**config.mk**
```make
export PLATFORM = sky130hd
export DESIGN_NAME = seq_mult_ctrl_flat
export DESIGN_NICKNAME = d
export VERILOG_FILES = /design/src/rtl/seq_mult_ctrl_pkg.sv /design/src/rtl/seq_mult_ctrl_if.sv /design/src/rtl/seq_mult_ctrl_adder_n.sv /design/src/rtl/seq_mult_ctrl.sv /design/src/flat_wrapper.sv
export SDC_FILE = /design/constraint.sdc
export NUM_CORES = 1
export LEC_CHECK = 0
export CORE_MARGIN = 2
export CORE_UTILIZATION = 54
export CTS_BUF_LIST = sky130_fd_sc_hd__clkbuf_8
export CTS_CLUSTER_DIAMETER = 50
export DETAILED_ROUTE_END_ITERATION = 10
export GPL_ROUTABILITY_DRIVEN = 0
export PLACE_DENSITY = 0.84
export SYNTH_ARGS = -nofsm -noshare
export SYNTH_HDL_FRONTEND = slang
export SYNTH_SLANG_ARGS = --single-unit
export TNS_END_PERCENT = 20
```
**constraint.sdc**
```tcl
create_clock -name clk -period 3.2 [get_ports clk]
set_input_delay 0.32 -clock clk [delete_from_list [all_inputs] [get_ports clk]]
set_output_delay 0.32 -clock clk [all_outputs]
set_load 0.005 [all_outputs]
```
**src/rtl/seq_mult_ctrl_pkg.sv**
```systemverilog
// Shared types and constants for the sequential shift-and-add multiplier.
package seq_mult_ctrl_pkg;

   localparam int N_DEF = 4;

   typedef enum logic [2:0] {
      S_IDLE  = 3'd0,
      S_LOAD  = 3'd1,
      S_ADD   = 3'd2,
      S_SHIFT = 3'd3,
      S_DONE  = 3'd4
   } state_t;

endpackage

```
**src/rtl/seq_mult_ctrl_if.sv**
```systemverilog
// Start/busy/done handshake plus operands and product for the multiplier.
interface seq_mult_ctrl_if #(
   parameter int N = 4
) ();

   logic             start;
   logic [N-1:0]     a;
   logic [N-1:0]     b;
   logic             busy;
   logic             done;
   logic [2*N-1:0]   product;

   modport master (output start, a, b, input busy, done, product);
   modport slave  (input start, a, b, output busy, done, product);

endinterface

```
**src/rtl/seq_mult_ctrl_adder_n.sv**
```systemverilog
// Combinational N-bit ripple-carry adder, shared across all multiply iterations.
module adder_n #(
   parameter int N = 4
) (
   input  logic [N-1:0] a,
   input  logic [N-1:0] b,
   input  logic         cin,
   output logic [N-1:0] s,
   output logic         cout
);

   logic [N:0] c;

   assign c[0] = cin;

   for (genvar gi = 0; gi < N; gi++) begin : g_bit
      assign s[gi]   = a[gi] ^ b[gi] ^ c[gi];
      assign c[gi+1] = (a[gi] & b[gi]) | (c[gi] & (a[gi] ^ b[gi]));
   end

   assign cout = c[N];

endmodule

```
**src/rtl/seq_mult_ctrl.sv**
```systemverilog
// Shift-and-add multiplier controller: one adder reused over N add/shift rounds.
//
//   state   | meaning
//   --------+-----------------------------------------------------
//   IDLE    | waiting for start; operands latched on acceptance
//   LOAD    | clear accumulator half of P and iteration counter
//   ADD     | add M into accumulator when multiplier LSB is set
//   SHIFT   | shift P right one bit, advance counter
//   DONE    | product valid, one-cycle done pulse
module seq_mult_ctrl
   import seq_mult_ctrl_pkg::*;
#(
   parameter int N = N_DEF
) (
   input  logic          clk,
   input  logic          rst_n,
   seq_mult_ctrl_if.slave bus
);

   localparam int CW = $clog2(N) + 1;
   localparam logic [CW-1:0] CNT_LAST = CW'(N - 1);

   state_t           state, state_nx;
   logic [N-1:0]     m_q, m_nx;
   logic [2*N:0]     p_q, p_nx;
   logic [CW-1:0]    cnt_q, cnt_nx;
   logic [2*N-1:0]   product_q, product_nx;
   logic             busy_q, busy_nx;
   logic             done_q, done_nx;
   logic [N-1:0]     sum;
   logic             carry;

   adder_n #(.N(N)) u_adder (
      .a    (p_q[2*N-1:N]),
      .b    (m_q),
      .cin  (1'b0),
      .s    (sum),
      .cout (carry)
   );

   always_ff @(posedge clk) begin
      if (!rst_n) begin
         state     <= S_IDLE;
         m_q       <= '0;
         p_q       <= '0;
         cnt_q     <= '0;
         product_q <= '0;
         busy_q    <= 1'b0;
         done_q    <= 1'b0;
      end else begin
         state     <= state_nx;
         m_q       <= m_nx;
         p_q       <= p_nx;
         cnt_q     <= cnt_nx;
         product_q <= product_nx;
         busy_q    <= busy_nx;
         done_q    <= done_nx;
      end
   end

   always_comb begin
      state_nx   = state;
      m_nx       = m_q;
      p_nx       = p_q;
      cnt_nx     = cnt_q;
      product_nx = product_q;
      unique case (state)
         S_IDLE: begin
            if (bus.start) begin
               m_nx        = bus.a;
               p_nx[N-1:0] = bus.b;
               state_nx    = S_LOAD;
            end
         end
         S_LOAD: begin
            p_nx[2*N:N] = '0;
            cnt_nx      = '0;
            state_nx    = S_ADD;
         end
         S_ADD: begin
            if (p_q[0]) begin
               p_nx[2*N:N] = {carry, sum};
            end
            state_nx = S_SHIFT;
         end
         S_SHIFT: begin
            p_nx   = p_q >> 1;
            cnt_nx = cnt_q + CW'(1);
            if (cnt_q == CNT_LAST) begin
               // Capture on entry to DONE so product is valid alongside the done pulse.
               product_nx = p_nx[2*N-1:0];
               state_nx   = S_DONE;
            end else begin
               state_nx = S_ADD;
            end
         end
         S_DONE: begin
            state_nx = S_IDLE;
         end
         default: begin
            state_nx = S_IDLE;
         end
      endcase
   end

   // Outputs are registered from the next state so they line up with the state they describe.
   always_comb begin
      busy_nx = (state_nx == S_LOAD) || (state_nx == S_ADD) || (state_nx == S_SHIFT);
      done_nx = (state_nx == S_DONE);
   end

   assign bus.busy    = busy_q;
   assign bus.done    = done_q;
   assign bus.product = product_q;

endmodule

```
**src/flat_wrapper.sv**
```systemverilog
// flat-port wrapper written by rule: the top's interface ports become plain ports
module seq_mult_ctrl_flat import seq_mult_ctrl_pkg::*;
#(
   parameter int N = N_DEF
)
  (clk, rst_n, bus_start, bus_a, bus_b, bus_busy, bus_done, bus_product);
  seq_mult_ctrl_if #(.N(N)) bus_i ();
  input  logic clk;
  input  logic rst_n;
  input wire logic [$bits(bus_i.start)-1:0] bus_start;
  input wire logic [$bits(bus_i.a)-1:0] bus_a;
  input wire logic [$bits(bus_i.b)-1:0] bus_b;
  output wire logic [$bits(bus_i.busy)-1:0] bus_busy;
  output wire logic [$bits(bus_i.done)-1:0] bus_done;
  output wire logic [$bits(bus_i.product)-1:0] bus_product;
  assign bus_i.start = bus_start;
  assign bus_i.a = bus_a;
  assign bus_i.b = bus_b;
  assign bus_busy = bus_i.busy;
  assign bus_done = bus_i.done;
  assign bus_product = bus_i.product;
  seq_mult_ctrl #(.N(N)) u_core (.clk(clk), .rst_n(rst_n), .bus(bus_i));
endmodule
```
==> impl_metrics.json, run 1 <==
{
  "outcome": "complete, no violations",
  "ys.flop_type": "dfxtp_1",
  "crit_path_max_incr_delay_ps": 400,
  "drtAntennaViolNets": 0,
  "synth_cell_type_count": 33,
  "crit_fanout": 4,
  "post-route-period-util_pct": 77.3,
  "cts_buffers": 5,
  "grt_max_degree": 19,
  "yosysSeqAreaShare_pct": 45.8,
  "layout_commonest_cell": "dfxtp_1",
  "clk_pin_slew_ps": 60,
  "path_buf_inv": 2,
  "crit_path_end_kind": "register",
  "grt-ovfl-total": 0,
  "start_util_pct": 57.3,
  "rsz0062_at_grt": "no",
  "tns_ps": 0,
  "wl_per_cell_um": 13.9,
  "internal_power_mw": 0.600,
  "yosysWarnings": 0,
  "grt_pass1_wl_um": 4420,
  "drive_above_1_share_pct": 10.7,
  "clock_latency_ps": 280,
  "pwr-share-comb_pct": 8.5,
  "die_w_um": 52.4,
  "final_cell_mix": "dfxtp_1, nand2_1, clkdlybuf4s50_1",
  "holdWs_ps": 454,
  "multi_input_area_um2": 611,
  "detailroute.via_count": 1063,
  "p_leak_nw": 0.585,
  "dp_hpwl_um": 1790,
  "regArea_um2": 581,
  "p_seq_share_pct": 50.0,
  "final_max_slew_viol_count": 0,
  "clkPwrFrac_pct": 41.5,
  "ios": 21,
  "cts_resized": 0,
  "cts_buffer_depth": 2,
  "first_iter_violations": 19,
  "clock-sinks": 29,
  "grt_usage_pct": 23.0,
  "postCtsSetupBuffers": 0,
  "min_period_ps": 2470,
  "placementRows": 17,
  "total_power_mw": 0.785,
  "startpoint_type": "register",
  "crit_path_cell_trace": "ha_1 > inv_1 > fa_1 > fa_1 > inv_1 > fa_1 > nor3_1 > a21oi_1 > o221a_1",
  "switching_share_pct": 23.5,
  "worst_path_most_repeated_cell": "fa_1",
  "h-tree-depth": 2,
  "grt_pass1_vias": 958,
  "timing.fmax_ghz": 0.404,
  "antenna_found_initial": 0,
  "finalHoldViolCount": 0,
  "path_delay_family": "adder cells",
  "peakVddDrop_uv": 428,
  "die_height_um": 52.4,
  "maxCapViolations": 0,
  "die_area_mm2": 0.00275,
  "holdCritPathClass": "register to register",
  "design_area_mm2": 0.00156,
  "fin_skew_ps": 3.06,
  "p_switching_mw": 0.184,
  "syn_to_final_growth_pct": 22.9,
  "root_buffer": "clkbuf_8",
  "synth_edf_count": 0,
  "arrival_ps": 2650,
  "ys_async_sr_fraction_pct": 0,
  "finalSetupViolations": 0,
  "drc": 0,
  "synth-seq-cells": 29,
  "cpMaxStageDelayCell": "fa_1",
  "crit_required_ps": 3370,
  "synth_nets": 154,
  "criticalPathCategory": "register to register",
  "nets": 175,
  "cts_tree": "yes",
  "slew-limit-headroom_pct": 58.1,
  "portBuffers": 20,
  "synthCells": 137,
  "design.core.area_mm2": 0.00221,
  "finalWirelength_um": 2610,
  "worst_pin_slew_ps": 627,
  "syn_avg_cell_area_um2": 9.25,
  "cts_hold_buf": 0,
  "dr.pass1.iters": 4,
  "syn_area_mm2": 0.00127,
  "antenna_cells": 0,
  "n_fill_cell": 189,
  "power_density_mw_per_mm2": 504,
  "fin_ws_ps": 727,
  "dpl-instance-area_mm2": 0.00146,
  "pre_cts_ws_ps": 789,
  "via_per_inst": 5.68
}
-- worst paths after layout --
path	slack, ps	end	startpoint	cells after the start
worst max-delay path	730	u_core.p_q[7]	u_core.p_q[4]	9
worst min-delay path	450	u_core.cnt_q[1]	u_core.cnt_q[1]	2
worst max register to register	730	u_core.p_q[7]	u_core.p_q[4]	9
worst min register to register	450	u_core.cnt_q[1]	u_core.cnt_q[1]	2
-- cell type report --
class,instances,area share [%]
Clock buffer,7,6.18
Clock inverter,1,0.321
Inverter,8,1.93
Multi-Input combinational cell,94,39.2
Sequential cell,29,37.3
Tap cell,28,2.25
Timing Repair Buffer,20,12.9
-- synth_stat cells, types with 2 or more instances --
master	n	share of area (%)
a21oi_1	12	4.7
a22o_1	8	5.5
a31oi_1	4	2.0
and4_1	2	1.4
buf_4	2	1.2
buf_6	2	1.8
dfxtp_1	29	46
fa_1	3	4.7
ha_1	3	3.0
inv_1	7	2.1
nand2_1	26	7.7
nand3_1	5	2.0
nor2_1	6	1.8
nor2_2	2	0.99
nor3_1	2	0.79
o21ai_0	7	2.8
-- metal layers --
layer | up-vias | global-route usage [%] | wire length (µm)
li1 | 513 | - | -
met1 | 504 | 29.1 | 1120
met2 | 37 | 33.5 | 1270
met3 | 9 | 8.86 | 165
met4 | 0 | 12.4 | 51
met5 | - | 0 | 0
-- kinds of logic after synthesis --
family                     after synthesis  share of synthesized area, %
DFF                                     29                          45.8
buffers and inverters                   14                          6.02
adders and majority gates                6                          7.70
muxes                                    1                         0.888
AOI/OAI and AO/OA                       34                          17.3
and+or+nand+nor                         53                          22.3
-- power by group through the flow --
stage	Combinational, mW	Clock (mW)	Sequential [mW]
finish	0.0665	0.326	0.393
floorplan	0.0521	0	0.390
global placement	0.0640	0	0.399
detailed placement	0.0662	0	0.400
global route	0.0750	0.352	0.395
CTS	0.0668	0.334	0.392
-- sequential cells by signal (all words and copies together), names as in the netlist --
signal	count
u_core.p_q	9
u_core.m_q	4
u_core.bus.busy	1
u_core.bus.product	8
u_core.state	3
u_core.cnt_q	3
u_core.bus.done	1
-- worst register-to-register path, cell delays in order, from the launching register on --
cell	delay, ps
dfxtp_1	360
ha_1	160
inv_1	50
fa_1	390
fa_1	390
inv_1	90
fa_1	400
nor3_1	210
a21oi_1	60
o221a_1	260
-- stage by stage --
| stage | cells | util [%] |
|---|---|---|
| floorplan | 137 | - |
| global placement | 179 | 65.8 |
| detailed placement | 179 | 65.8 |
| CTS | 187 | 70.4 |
| global route | 187 | 70.4 |
| finish | 187 | 70.4 |
(Power assumes the default switching activity.)
==> inputs of run 2 (changes only) <==
Settings changed: CORE_UTILIZATION 54 to 49, PLACE_DENSITY 0.84 to 0.8.
Clock period 3.2 ns to 2.1 ns, I/O delays scaled along.
==> impl_metrics.json, run 2 (synthesis gave the netlist of run 1 again) <==
{
  "grt_max_degree": 16,
  "die_area_mm2": 0.00301,
  "cpMaxStageDelayCell": "fa_1",
  "antenna_found_initial": 0,
  "path_depth": 9,
  "path_delay_family": "adder cells",
  "fin_skew_ps": 2.35,
  "cts_tree": "yes",
  "final_cell_mix": "dfxtp_1, nand2_1, clkdlybuf4s50_1",
  "peakVddDrop_uv": 668,
  "maxCapViolations": 0,
  "largest_reg_flops": 9,
  "rsz0062_at_grt": "yes",
  "wl_per_cell_um": 13.1,
  "min-delay-start": "u_core.m_q[1]",
  "grt-ovfl-total": 0,
  "regMostFlops": "u_core.p_q",
  "drtAntennaViolNets": 0,
  "die_w_um": 54.9,
  "worst_pin_slew_ps": 559,
  "crit_path_cell_trace": "ha_1 > inv_1 > fa_2 > fa_2 > inv_2 > fa_1 > nor3_2 > a21oi_1 > o221a_1",
  "nets": 179,
  "clk_pin_slew_ps": 60,
  "r2r_start": "u_core.m_q[0]",
  "startpoint_type": "register",
  "total_power_mw": 1.15,
  "root_buffer": "clkbuf_8",
  "fin_ws_ps": -65.3,
  "final_max_slew_viol_count": 0,
  "reg2reg_slack_ps": -70,
  "holdWs_ps": 458,
  "cts_buffers": 5,
  "path_buf_inv": 2,
  "grt_pass1_wl_um": 3830,
  "dpl-instance-area_mm2": 0.00150,
  "finalWirelength_um": 2510,
  "grt_usage_pct": 18.8,
  "cts_hold_buf": 0,
  "r2r_cells": 9,
  "outcome": "finished, violations left",
  "min_period_ps": 2170,
  "crit_required_ps": 2270,
  "crit_fanout": 2,
  "start_util_pct": 51.6,
  "timing.fmax_ghz": 0.462,
  "via_per_inst": 5.32,
  "holdCritPathClass": "register to register",
  "power_density_mw_per_mm2": 725,
  "layout_commonest_cell": "dfxtp_1",
  "design.core.area_mm2": 0.00245,
  "cts_buffer_depth": 2,
  "clock-sinks": 29,
  "first_iter_violations": 24,
  "arrival_ps": 2330,
  "portBuffers": 20,
  "syn_to_final_growth_pct": 25.3,
  "crit_path_end": "u_core.p_q[7]",
  "worst_path_most_repeated_cell": "fa_2",
  "dr.pass1.iters": 4,
  "grt_pass1_vias": 840,
  "die_height_um": 54.9,
  "p_leak_nw": 0.600,
  "drive_above_1_share_pct": 15.4,
  "r2r_end": "u_core.p_q[7]",
  "post-route-period-util_pct": 103,
  "ios": 21,
  "finalSetupViolations": 1,
  "clock_latency_ps": 270,
  "crit_start": "u_core.m_q[0]",
  "drc": 0,
  "crit_path_max_incr_delay_ps": 410,
  "violations": "setup timing",
  "placementRows": 18,
  "finalHoldViolCount": 0,
  "n_fill_cell": 209,
  "design_area_mm2": 0.00159,
  "h-tree-depth": 2,
  "dp_hpwl_um": 1770,
  "crit_path_end_kind": "register",
  "criticalPathCategory": "register to register",
  "antenna_cells": 0,
  "slew-limit-headroom_pct": 62.7,
  "detailroute.via_count": 1022
}
run 2: cell count changes in the layout (fill, tap and decap cells not counted), sizes merged:
cell / change
inv: +1
clkinv: -1
clkbuf: -1
buf: +4
run 2: what timing repair did:
item                                   CTS  global route
cloned                                   0             0
setup buffers                            0             0
setup endpoints to repair                1             1
gates resized for setup                  2             0
endpoints found under the hold margin    0             0
run 2: power breakdown:
group	internal (mW)	leakage [nW]	switching (mW)	total (mW)
sequential	0.570	0.237	0.0240	0.594
combinational	0.0540	0.315	0.0561	0.110
clock	0.254	0.0485	0.193	0.448
run 2: worst min-delay path by stage:
stage	to	depth (start not counted)
after CTS	u_core.m_q[1]	2
after global placement	u_core.cnt_q[1]	2
after floorplan	u_core.bus.busy	2
after detailed placement	u_core.m_q[1]	2
final	u_core.m_q[1]	2
after global routing	u_core.m_q[1]	2
run 2: final cells by class:
class / count / area, µm² / share of cell area [%]
Clock buffer: 6 / 82.6 / 5.20
Clock inverter: 1 / 3.75 / 0.236
Inverter: 8 / 30.0 / 1.89
Multi-Input combinational cell: 94 / 621 / 39.1
Sequential cell: 29 / 583 / 36.7
Tap cell: 30 / 37.5 / 2.36
Timing Repair Buffer: 24 / 230 / 14.5
run 2: through the flow:
stage	util, %	std cells	setup TNS (ps)	worst slack (ps)
floorplan	-	137	-23.6	-23.6
global placement	60.9	185	-39.7	-39.7
detailed placement	60.9	185	-109	-109
CTS	64.7	192	-57.4	-57.4
global route	64.7	192	-119	-119
finish	64.7	192	-65.3	-65.3
run 2: worst min-delay path, stage by stage, from the launching register on:
cell and delay (ps):
dfxtp_1 310, nand2_1 50, a21oi_1 50
run 2: metal layers:
layer,up-vias,share of wire [%],GRT usage (%)
met4,0,1.8,7.50
met5,-,0,0
met2,24,45,26.8
met1,469,48,25.1
met3,8,4.3,7.65
li1,521,-,-
==> RTL edit, RTL diff (config.mk and constraints of run 2) <==
Encoding of `state_t`: now Gray code (3 bits for 5 states).
--- a/src/rtl/seq_mult_ctrl_pkg.sv
+++ b/src/rtl/seq_mult_ctrl_pkg.sv
@@ -4,11 +4,11 @@
    localparam int N_DEF = 4;
 
    typedef enum logic [2:0] {
-      S_IDLE  = 3'd0,
-      S_LOAD  = 3'd1,
-      S_ADD   = 3'd2,
-      S_SHIFT = 3'd3,
-      S_DONE  = 3'd4
+      S_IDLE  = 3'b000,
+      S_LOAD  = 3'b001,
+      S_ADD   = 3'b011,
+      S_SHIFT = 3'b010,
+      S_DONE  = 3'b110
    } state_t;
 
 endpackage
Check against the original RTL: same outputs for any inputs over 10 cycles, from zero or initial values and one cycle with rst_n low; not proved beyond that.
==> RTL edit against run 2 <==
  * The run ends with DRC, setup timing left
  * Wire length is 19% higher
  * Total power is 14% higher
  * Design area is 12% higher
  * Critical path depth stayed put
  * Non-clock buffer count is 1 higher
  * Sequential share of layout area is 4.0 points lower
  * Global-route usage is 1.8 points higher
  * Synthesized area is 15% higher
  * Setup slack worse by 0.030 ns
  * Count of clock-buffer cells in the layout is 1 higher
  * Sequential cell count stayed put
  * Highest routed layer unchanged
==> RTL edit: results (changes against run 2) <==
outcome=complete, but fails checks (unchanged); failing checks=DRC, setup timing (was setup timing); Worst Hold Endpoint=u_core.m_q[2] (was u_core.m_q[1]); first-pass GRT wire length=5.15 mm (was 3.83 mm); antenna violations before repair=0 (unchanged); DP Wirelength=2.05 mm (was 1.77 mm); overall routing resource usage=0.206 (was 0.188); # nets final=183 (was 179); met3 Usage GRT=0.0791 (was 0.0765); Post-Layout Inst Area=1780 um2 (was 1590 um2); Filler Cells Inserted=251 (was 209); met2 Usage GRT=0.321 (was 0.268); HP Start=bus_a[2] (was u_core.m_q[1]); nonclk buf count=25 (was 24); number of port buffers=20 (unchanged); wire length on met1=1.38 mm (was 1.21 mm); slowest stage delay, CP=0.39 ns (was 0.41 ns); drt first-iter violations=35 (was 24); global routing usage on met1=0.256 (was 0.251); Inverters=10 (was 8); WL met3=119 um (was 109 um); multi-input combinational area share=0.440 (was 0.391); Leakage Power=0.000658 uW (was 0.000600 uW); switching share of power=0.259 (was 0.237); VDD IR max=0.000604 V (was 0.000668 V); dpl cells=190 (was 185); hold path cells=3 (was 2); detailed-route wire length per cell=15.0 um (was 13.1 um); Post-CTS Setup Bufs=0 (unchanged); post-synthesis mux area share=0.0899 (was 0.00888); syn_area_per_cell=10.2 um2 (was 9.25 um2); Post-Place Cell Area=1680 um2 (was 1500 um2); Slew @ Worst Pin=0.699 ns (was 0.559 ns); Storage cell area=583 um2 (unchanged); total negative slack=-0.0956 ns (was -0.0653 ns); multi-input gates=95 (was 94); DR pass1 iterations=7 (was 4); final setup vio count=1 (unchanged); met2 routed WL=1.42 mm (was 1.14 mm); CTS Buf Count=5 (unchanged); post-route setup slack=-0.0956 ns (was -0.0653 ns); WP data arrival=2.36 ns (was 2.33 ns); post-synthesis adder-cell area fraction=0.0668 (was 0.0770); DR vias=1120 (was 1022); Net Count, Synth=160 (was 154); final WL=2.98 mm (was 2.51 mm); Worst Hold Class=in2reg (was reg2reg); pre-CTS worst setup slack=-0.108 ns (was -0.109 ns); hold slack=0.475 ns (was 0.458 ns); critical path type=reg2reg (unchanged); clk_skew=0.00534 ns (was 0.00235 ns); # DRC=2 (was 0); Synth area leaders=dfxtp_1 (40%), mux2i_1 (8.2%), nor2b_1 (5.6%) (was dfxtp_1 (46%), nand2_1 (7.7%), a22o_1 (5.5%)); insertion delay to the later sink of the worst-skew pair=0.29 ns (was 0.27 ns); Util after Layout=0.636 (was 0.647); largest net degree at the start of global routing=32 (was 16); Netlist cell types=37 (was 33); clock buffer count=7 (was 6); Commonest cells post-synth=dfxtp_1 (29), nor2b_1 (13), mux2i_1 (12), nand2_1 (11), inv_1 (8) (was dfxtp_1 (29), nand2_1 (26), a21oi_1 (12), a22o_1 (8)); complex-gate fraction of the synthesized area=0.191 (was 0.173)
## RTL edit: cell count changes after synthesis, moves of 4 or more
cell	before	now
nand2_1	26	11
o22a_1	0	4
a21oi_1	12	3
o221a_2	0	4
nor2b_1	0	13
a21boi_0	0	5
a22o_1	8	0
mux2i_1	0	12
## RTL edit: kinds of logic after synthesis
| family | after synthesis |
|---|---|
| AND/OR/NAND/NOR | 42 |
| multiplexers | 13 |
| buffers and inverters | 19 |
| adder cells (fa/ha/maj) | 6 |
| AO/OA/AOI/OAI | 34 |
| flip-flops | 29 |
## RTL edit: power groups by stage
stage | Clock (uW) | Sequential (uW) | Combinational [uW]
after global placement | 0 | 632 | 179
final | 507 | 623 | 183
after detailed placement | 0 | 634 | 183
after global routing | 547 | 628 | 201
after CTS | 525 | 622 | 184
after floorplan | 0 | 611 | 160
## RTL edit: repair_timing
| action | 4_1_cts | 5_1_grt |
|---|---|---|
| cloned | 0 | 0 |
| endpoints found under the setup margin | 1 | 1 |
| gates resized for setup | 1 | 0 |
